==> config.mk <==
export PLATFORM = sky130hd
export DESIGN_NAME = gs_bt_unit
export DESIGN_NICKNAME = d
export VERILOG_FILES = /design/src/rtl/gs_bt_unit.sv
export SDC_FILE = /design/constraint.sdc
export NUM_CORES = 1
export LEC_CHECK = 0
export BUFFER_PORTS_ARGS = -buffer_cell sky130_fd_sc_hd__buf_4
export CELL_PAD_IN_SITES_DETAIL_PLACEMENT = 1
export CELL_PAD_IN_SITES_GLOBAL_PLACEMENT = 2
export CORE_AREA = 2 2 218 220
export DETAILED_ROUTE_END_ITERATION = 6
export DIE_AREA = 0 0 220 222
export MAX_ROUTING_LAYER = met4
export PLACE_DENSITY_LB_ADDON = 0.05
export SYNTH_ARGS = -nofsm -noshare
export SYNTH_HDL_FRONTEND = slang
export SYNTH_SLANG_ARGS = --single-unit
==> constraint.sdc <==
create_clock -name clk -period 15.7 [get_ports clk]
set_clock_uncertainty 0.15 [all_clocks]
set_input_delay 0.785 -clock clk [delete_from_list [all_inputs] [get_ports clk]]
set_output_delay 0.785 -clock clk [all_outputs]
set_load 0.02 [all_outputs]
==> src/rtl/gs_bt_unit.sv <==
// Gentleman-Sande inverse-NTT butterfly: A' = (A+B) mod Q, B' = ((A-B)*zeta) mod Q,
// with an optional 2^-1 mod Q scale. Four-stage pipeline, one pair per cycle.
module gs_bt_unit #(
   parameter int bit_len = 13,
   parameter int Q       = 7681
) (
   input  logic               clk,
   input  logic               reset,
   input  logic               in_valid,
   output logic               in_ready,
   input  logic [bit_len-1:0] A_in,
   input  logic [bit_len-1:0] B_in,
   input  logic [bit_len-1:0] zeta,
   input  logic               halve,
   output logic [bit_len-1:0] A_out,
   output logic [bit_len-1:0] B_out,
   output logic               out_valid,
   input  logic               out_ready,
   output logic               busy
);

   localparam int W = bit_len;
   localparam logic [W:0]     L_Q1 = (W+1)'(Q);
   localparam logic [2*W-1:0] L_Q2 = (2*W)'(Q);

   // Handshake: a pair moves in on in_valid & in_ready and out on out_valid & out_ready,
   // both at a rising edge. The whole pipe freezes (bubbles included) while the output
   // holds a pair that downstream refuses, so in_ready is simply the inverse of that stall.
   logic w_stall;

   logic           r_v1, r_v2, r_v3, r_v4;
   logic [W:0]     r_sum1, r_diff1;
   logic [W-1:0]   r_z1, r_z2;
   logic           r_h1, r_h2, r_h3, r_h4;
   logic [W-1:0]   r_sum2, r_diff2;
   logic [W-1:0]   r_sum3;
   logic [2*W-1:0] r_prod3;
   logic [W-1:0]   r_a4, r_b4;

   logic [W:0]     w_sum1, w_diff1;
   logic [W-1:0]   w_sum2, w_diff2;
   logic [W-1:0]   w_mod;

   // x * 2^-1 mod Q: Q is odd, so an odd x becomes even after adding Q.
   function automatic logic [W-1:0] half_mod(input logic [W-1:0] x);
      logic [W:0] t;
      t = x[0] ? ({1'b0, x} + L_Q1) : {1'b0, x};
      return W'(t >> 1);
   endfunction

   assign w_stall   = r_v4 & ~out_ready;
   assign in_ready  = ~w_stall;
   assign out_valid = r_v4;
   assign busy      = r_v1 | r_v2 | r_v3 | r_v4;
   assign A_out     = r_a4;
   assign B_out     = r_b4;

   // Adding Q before subtracting keeps the difference non-negative (1..2Q-1).
   assign w_sum1  = {1'b0, A_in} + {1'b0, B_in};
   assign w_diff1 = {1'b0, A_in} + L_Q1 - {1'b0, B_in};

   assign w_sum2  = (r_sum1  >= L_Q1) ? W'(r_sum1  - L_Q1) : r_sum1[W-1:0];
   assign w_diff2 = (r_diff1 >= L_Q1) ? W'(r_diff1 - L_Q1) : r_diff1[W-1:0];

   assign w_mod   = W'(r_prod3 % L_Q2);

   always_ff @(posedge clk) begin
      if (reset) begin
         r_v1 <= 1'b0;
         r_v2 <= 1'b0;
         r_v3 <= 1'b0;
         r_v4 <= 1'b0;
         r_a4 <= '0;
         r_b4 <= '0;
      end else if (!w_stall) begin
         r_v1    <= in_valid;
         r_sum1  <= w_sum1;
         r_diff1 <= w_diff1;
         r_z1    <= zeta;
         r_h1    <= halve;

         r_v2    <= r_v1;
         r_sum2  <= w_sum2;
         r_diff2 <= w_diff2;
         r_z2    <= r_z1;
         r_h2    <= r_h1;

         r_v3    <= r_v2;
         r_sum3  <= r_sum2;
         r_prod3 <= {{W{1'b0}}, r_diff2} * {{W{1'b0}}, r_z2};
         r_h3    <= r_h2;

         // Output registers only load real pairs so they keep their last value otherwise.
         r_v4 <= r_v3;
         if (r_v3) begin
            r_h4 <= r_h3;
            r_a4 <= r_h3 ? half_mod(r_sum3) : r_sum3;
            r_b4 <= r_h3 ? half_mod(w_mod)  : w_mod;
         end
      end
   end

endmodule
# Word level (Yosys, flattened, before mapping)
# Index checks and enable logic that the tools add are counted.
dict set report op_classes {
  n_shift 0
  div 1
  n_bitwise 7
  n_mul 1
  eq_ne 0
  muxes 6
  add_sub_neg 7
  n_reduce_logical 2
  n_lt_le_gt_ge 2
}
# operator n
set ops {}
lappend ops {{$mux 13} 4}
lappend ops {{$add 13x13->14 const B} 3}
lappend ops {{$ge 14x13->1 const B} 2}
lappend ops {{$mux 14} 2}
lappend ops {{$mod 26x13->26 const B} 1}
lappend ops {{$mul 13x13->26} 1}
lappend ops {{$sub 13x13->13 const B} 2}
lappend ops {{$add 13x13->14} 1}
lappend ops {{$sub 14x13->14} 1}
lappend ops {{$reduce_and 2->1} 2}
lappend ops {{$not 1->1} 3}
lappend ops {{$or 1x1->1} 3}
lappend ops {{$and 1x1->1} 1}
dict set report word_totals {
  memories 0
  word_cells 43
  ram_bits 0
  rom_bits 0
  inputBits 44
  out_inout_bits 29
  ff_bits 152
  latch_bits 0
}

# Depth between registers and ports, before layout
dict set report logic_depth {
  word_depth 4
  depth_mapped 65
  mapped_depth_nobuf 51
}

# Worst setup path after synthesis
# OpenSTA, ideal clock, no wires.
dict set report synth_path {
  kind {register to register}
  start {register r_prod3[18]}
  end {register r_b4[9] (netlist: B_out[9])}
  setup_ps 87
  path_slack_ps 1560
  required_time_ps 15463
  period_less_slack_ps 14140
  path_stages_with_launch 56
  arrival_time_ps 13903
  path_cell_list {edfxtp_1 > buf_6 > or3_1 > nor4b_2 > o31ai_1 > o21a_4 > xnor2_2 > or4_4 > o21ai_2 > o21ai_2 > a2111oi_2 > o22ai_2 > or4_1 > buf_2 > nor4_1 > nor3_1 > o21bai_4 > a2111oi_4 > [... 20 more ...] > nand2_1 > or4b_4 > o41ai_4 > buf_6 > xnor2_1 > ha_1 > nor2_1 > o31a_1 > nor2b_1 > a21oi_1 > xnor2_1 > buf_4 > ha_1 > nand4_1 > or4_4 > a211oi_1 > a311oi_1 > o31ai_1}
}
dict set report synth_via {
  elab_chain_cells 4
}
# element line_no
set synth_rtl {}
lappend synth_rtl {{start, declared} 37} ;# logic [2*W-1:0] r_prod3;
lappend synth_rtl {{start signal, assigned} 90} ;# r_prod3 <= {{W{1'b0}}, r_diff2} * {{W{1'b0}}, r_z2};
lappend synth_rtl {{$mod 26x13->26 (*)} 65} ;# assign w_mod = W'(r_prod3 % L_Q2);
lappend synth_rtl {{$add 13x13->14} 47} ;# t = x[0] ? ({1'b0, x} + L_Q1) : {1'b0, x};
lappend synth_rtl {{$mux 14} 47}
lappend synth_rtl {{$mux 13 (*)} 98} ;# r_b4 <= r_h3 ? half_mod(w_mod) : w_mod;
lappend synth_rtl {{end signal, assigned} 98}
lappend synth_rtl {{end, declared} 38} ;# logic [W-1:0] r_a4, r_b4;
# Mark *: on every way between the ends. The rest lies on a longest branch, timed or not.
# A chain may end at the register's enable or synchronous reset.

# Worst setup path after layout
# Same ends and word-level chain as after synthesis.

==> parameters.txt <==
Parameter                              Value

CTS
  Maximum number of buffers from clock root to sink ... 2
  Clock root cell ... sky130_fd_sc_hd__clkbuf_16
  Clock latency of the later-clocked register in the worst-skew pair ... between 400 and 500 ps
  Clock tree from TritonCTS ... built
  Number of clock sinks ... between 150 and 200
  Count of H-tree levels built during CTS ... 4
  Num CTS Buffers ... 17
  Clock transition at the registers of the reported paths ... approximately 70 ps

Placement
  Total half-perimeter wirelength after legalization and detailed placement ... between 40000 and 50000 um
  I/O Buffers ... just over 70
  Cell area after placement ... a little over 20000 um2
  Routability-driven placement congestion ratio ... 0.891
  Number of placed instances, taps included ... between 2000 and 3000

Floorplan
  Core ar. ... approximately 46000 um2
  Boundary Pins ... 73
  Row Count ... 79
  DIE HEIGHT ... around 220 um
  Starting density of the core ... between 40% and 50%
  Area of the die ... approximately 49000 um2
  DIE WIDTH ... ~220 um

Critical path
  Reg-to-reg setup timing slack ... between 600 and 700 ps
  Crit path DAT ... between 15000 and 20000 ps
  Maximum fanout encountered on the critical timing path ... 11
  Critical Path RT ... 15910 ps
  Startpoint of the worst-slack reg-to-reg timing path ... r_prod3[18]
  End of the worst register-to-register path ... B_out[9]
  Nature of the critical path endpoint ... flop
  Sort of element at the start of the critical path ... flop
  Most frequent cell on the critical path ... sky130_fd_sc_hd__or3_1
  Slowest library cell on the worst path ... sky130_fd_sc_hd__or4b_1
  Maximum cell stage delay along the critical path ... ~600 ps
  Reg2reg path depth ... 48
  Type of the setup path with the least slack ... flop to flop

Yosys
  Cell taking the most area after synthesis ... sky130_fd_sc_hd__edfxtp_1
  Number of enable-type register cells in the synthesized netlist ... 122
  Mux contribution to synthesized area ... under 10%
  Synth Area in Simple Gates ... between 20% and 30%
  Mapped cell area ... 18900 um2
  Most frequent cell after synthesis ... sky130_fd_sc_hd__nand2_1
  Netlist cell types ... 120
  Share of the synthesized area in the top cell type ... 19.4%
  Total of warnings raised by yosys ... 0
  Area contributors post-synth ... sky130_fd_sc_hd__edfxtp_1, sky130_fd_sc_hd__fa_1, sky130_fd_sc_hd__ha_1, sky130_fd_sc_hd__nand2_1, sky130_fd_sc_hd__inv_1
  Post-synthesis share of cell area spent on full adders, half adders and majority gates ... roughly a fifth
  Combinational family with the most area after synthesis ... adder cells
  Share of the yosys chip area belonging to registers ... 22.6%
  Number of register bits inferred by synthesis ... roughly 150
  Mean Syn Cell Area ... 8.73 um2
  Synth top cells by count ... sky130_fd_sc_hd__nand2_1, sky130_fd_sc_hd__inv_1, sky130_fd_sc_hd__nor2_1
  Post-Syn Nets ... ~2400
  Xor/xnor cell area share of the yosys netlist ... 6.96%
  Number of standard cells after synthesis ... roughly 2200
  Asr flop ratio synth ... 0%
  Compound-cell area share of the yosys netlist ... between 20% and 30%
  Predominant post-synthesis flop cell ... sky130_fd_sc_hd__edfxtp_1

Detailed routing
  Routed WL per cell ... 18.8 um
  First-pass iteration count of the detailed router ... 5
  Drt first-iter violations ... about 750
  Drt total wl ... 53900 um
  Remaining design rule violation count ... 0
  Average vias per placed instance ... between 5 and 6
  Vias after detailed routing ... between 15000 and 20000
  Remaining antenna violation count after routing ... 0

Layout
  # diodes ... 0
  Post-layout nets ... ~2500
  Layout cell share with drive strength beyond 1 ... between 10% and 20%
  Area overhead of the layout relative to synthesis ... 13.0%
  Final design utilization ... ~46%
  Number of cells in the finished layout apart from fillers ... roughly 2900
  Post-route standard cell area excluding fillers ... 21300 um2

STA
  Achievable frequency ... 66.6 MHz
  Max_slew headroom ... 32.3%
  Final count of hold timing violations ... 0
  Minimum hold slack ... roughly 270 ps
  Post-layout min period ... about 15000 ps
  # setup viols final ... 0
  Transition time of the tightest slew-check pin ... between 1000 and 1500 ps
  Final Max Tran Viols ... 0
  Post-route clock period utilization ... a little over nine tenths

Global route
  Wire length of the first global-routing pass ... about 89000 um
  Combined global-route utilization of all metal layers ... approximately 23%
  Maximum number of pins on one net before global-route repair ... between 80 and 90
  GR Overflow Total ... 0
  Vias in the first global route ... between 15000 and 20000
  Initial antenna violation count ... 0

Hold path
  Class of the worst hold path ... flop to flop
  Worst Hold Launch ... r_z1[4]
  Depth of the worst hold-timing path ... 0
  Destination of the worst hold path ... r_z2[4]

Flow run
  Number of maximum-capacitance violations ... 0

Status
  Outcome ... complete, no violations
-- cell type report --
type,instances,area [um2]
Clock inverter,13,135
Clock buffer,19,443
Fill cell,5434,24900
Multi-Input combinational cell,1708,13700
Timing Repair Buffer,157,1180
Sequential cell,152,4260
Tap cell,607,759
Inverter,213,800
-- critical path, delay by kind of cell, from the launching register on --
family                   cells  cell delay, ps
flip-flops                   1             480
AND/OR/NAND/NOR             18            5870
XOR/XNOR                     4            1090
AO/OA/AOI/OAI               24            6750
adder cells (fa/ha/maj)      2             520
-- timing repair --
action	CTS	global route
gates resized for setup	3	78
setup endpoints to repair	3	13
hold buffers	0	0
pin swaps	1	11
hold endpoints to repair	0	0
setup buffers	2	20
-- cell usage in the layout (no fill, tap or decap), drive strengths merged, types with 10 or more instances in the layout --
cell type / instances
o21a: 20
mux2i: 19
a211o: 14
o211ai: 25
or4: 13
a21o: 19
a21boi: 14
fa: 123
xnor2: 90
a21oi: 124
o21ai: 86
nor3: 65
dfxtp: 30
o21bai: 29
a31oi: 15
buf: 157
nor2: 164
nand4: 23
and2: 83
or2: 25
a211oi: 39
o31a: 12
xor2: 54
nor4: 27
ha: 119
edfxtp: 122
inv: 219
nand2b: 14
clkbuf: 19
o31ai: 18
or3: 21
nand3: 55
and3: 21
a2111oi: 10
nand2: 216
-- flip-flops by register name, summed over array words and instances, names as in the netlist --
name       count
A_out         13
B_out         13
out_valid      1
r_diff1       14
r_diff2       13
r_h1           1
r_h2           1
r_h3           1
r_prod3       26
r_sum1        14
r_sum2        13
r_sum3        13
r_v1           1
r_v2           1
r_v3           1
r_z1          13
r_z2          13
-- how the worst max path moves through the flow --
stage | slack, ps | endpoint | depth (start not counted) | startpoint
final | 680 | B_out[9] | 48 | r_prod3[18]
after global routing | -130 | B_out[9] | 54 | r_prod3[18]
after CTS | 5 | B_out[9] | 49 | r_prod3[17]
after detailed placement | -80 | B_out[9] | 48 | r_prod3[17]
after global placement | 370 | B_out[11] | 49 | r_prod3[17]
after floorplan | 1560 | B_out[9] | 55 | r_prod3[18]
-- logic make-up (layout without fill, tap and decap cells) --
family	count (synthesis)	after routing
buf+inv	302	402
simple gates	765	765
mux	27	27
fa+ha+maj	246	246
flops	152	152
compound gates	526	526
xor+xnor	144	144
-- stage by stage --
step	setup TNS, ps	setup WS (ps)
finish	0	676
global route	-178	-130
detailed placement	-106	-75.6
floorplan	0	1560
global placement	0	370
CTS	0	5.23
-- metal layers --
metal	track usage (%)	wire (um)	vias up	share of wire, %
li1	-	-	7860	-
met1	30.2	25600	8128	47
met2	38.8	26600	196	49
met3	2.03	1040	46	1.9
met4	4.72	739	0	1.4
met5	-	0	-	0
Power is not shown: default switching activity piles up to over one toggle a cycle in this logic, so the estimate is an artifact.
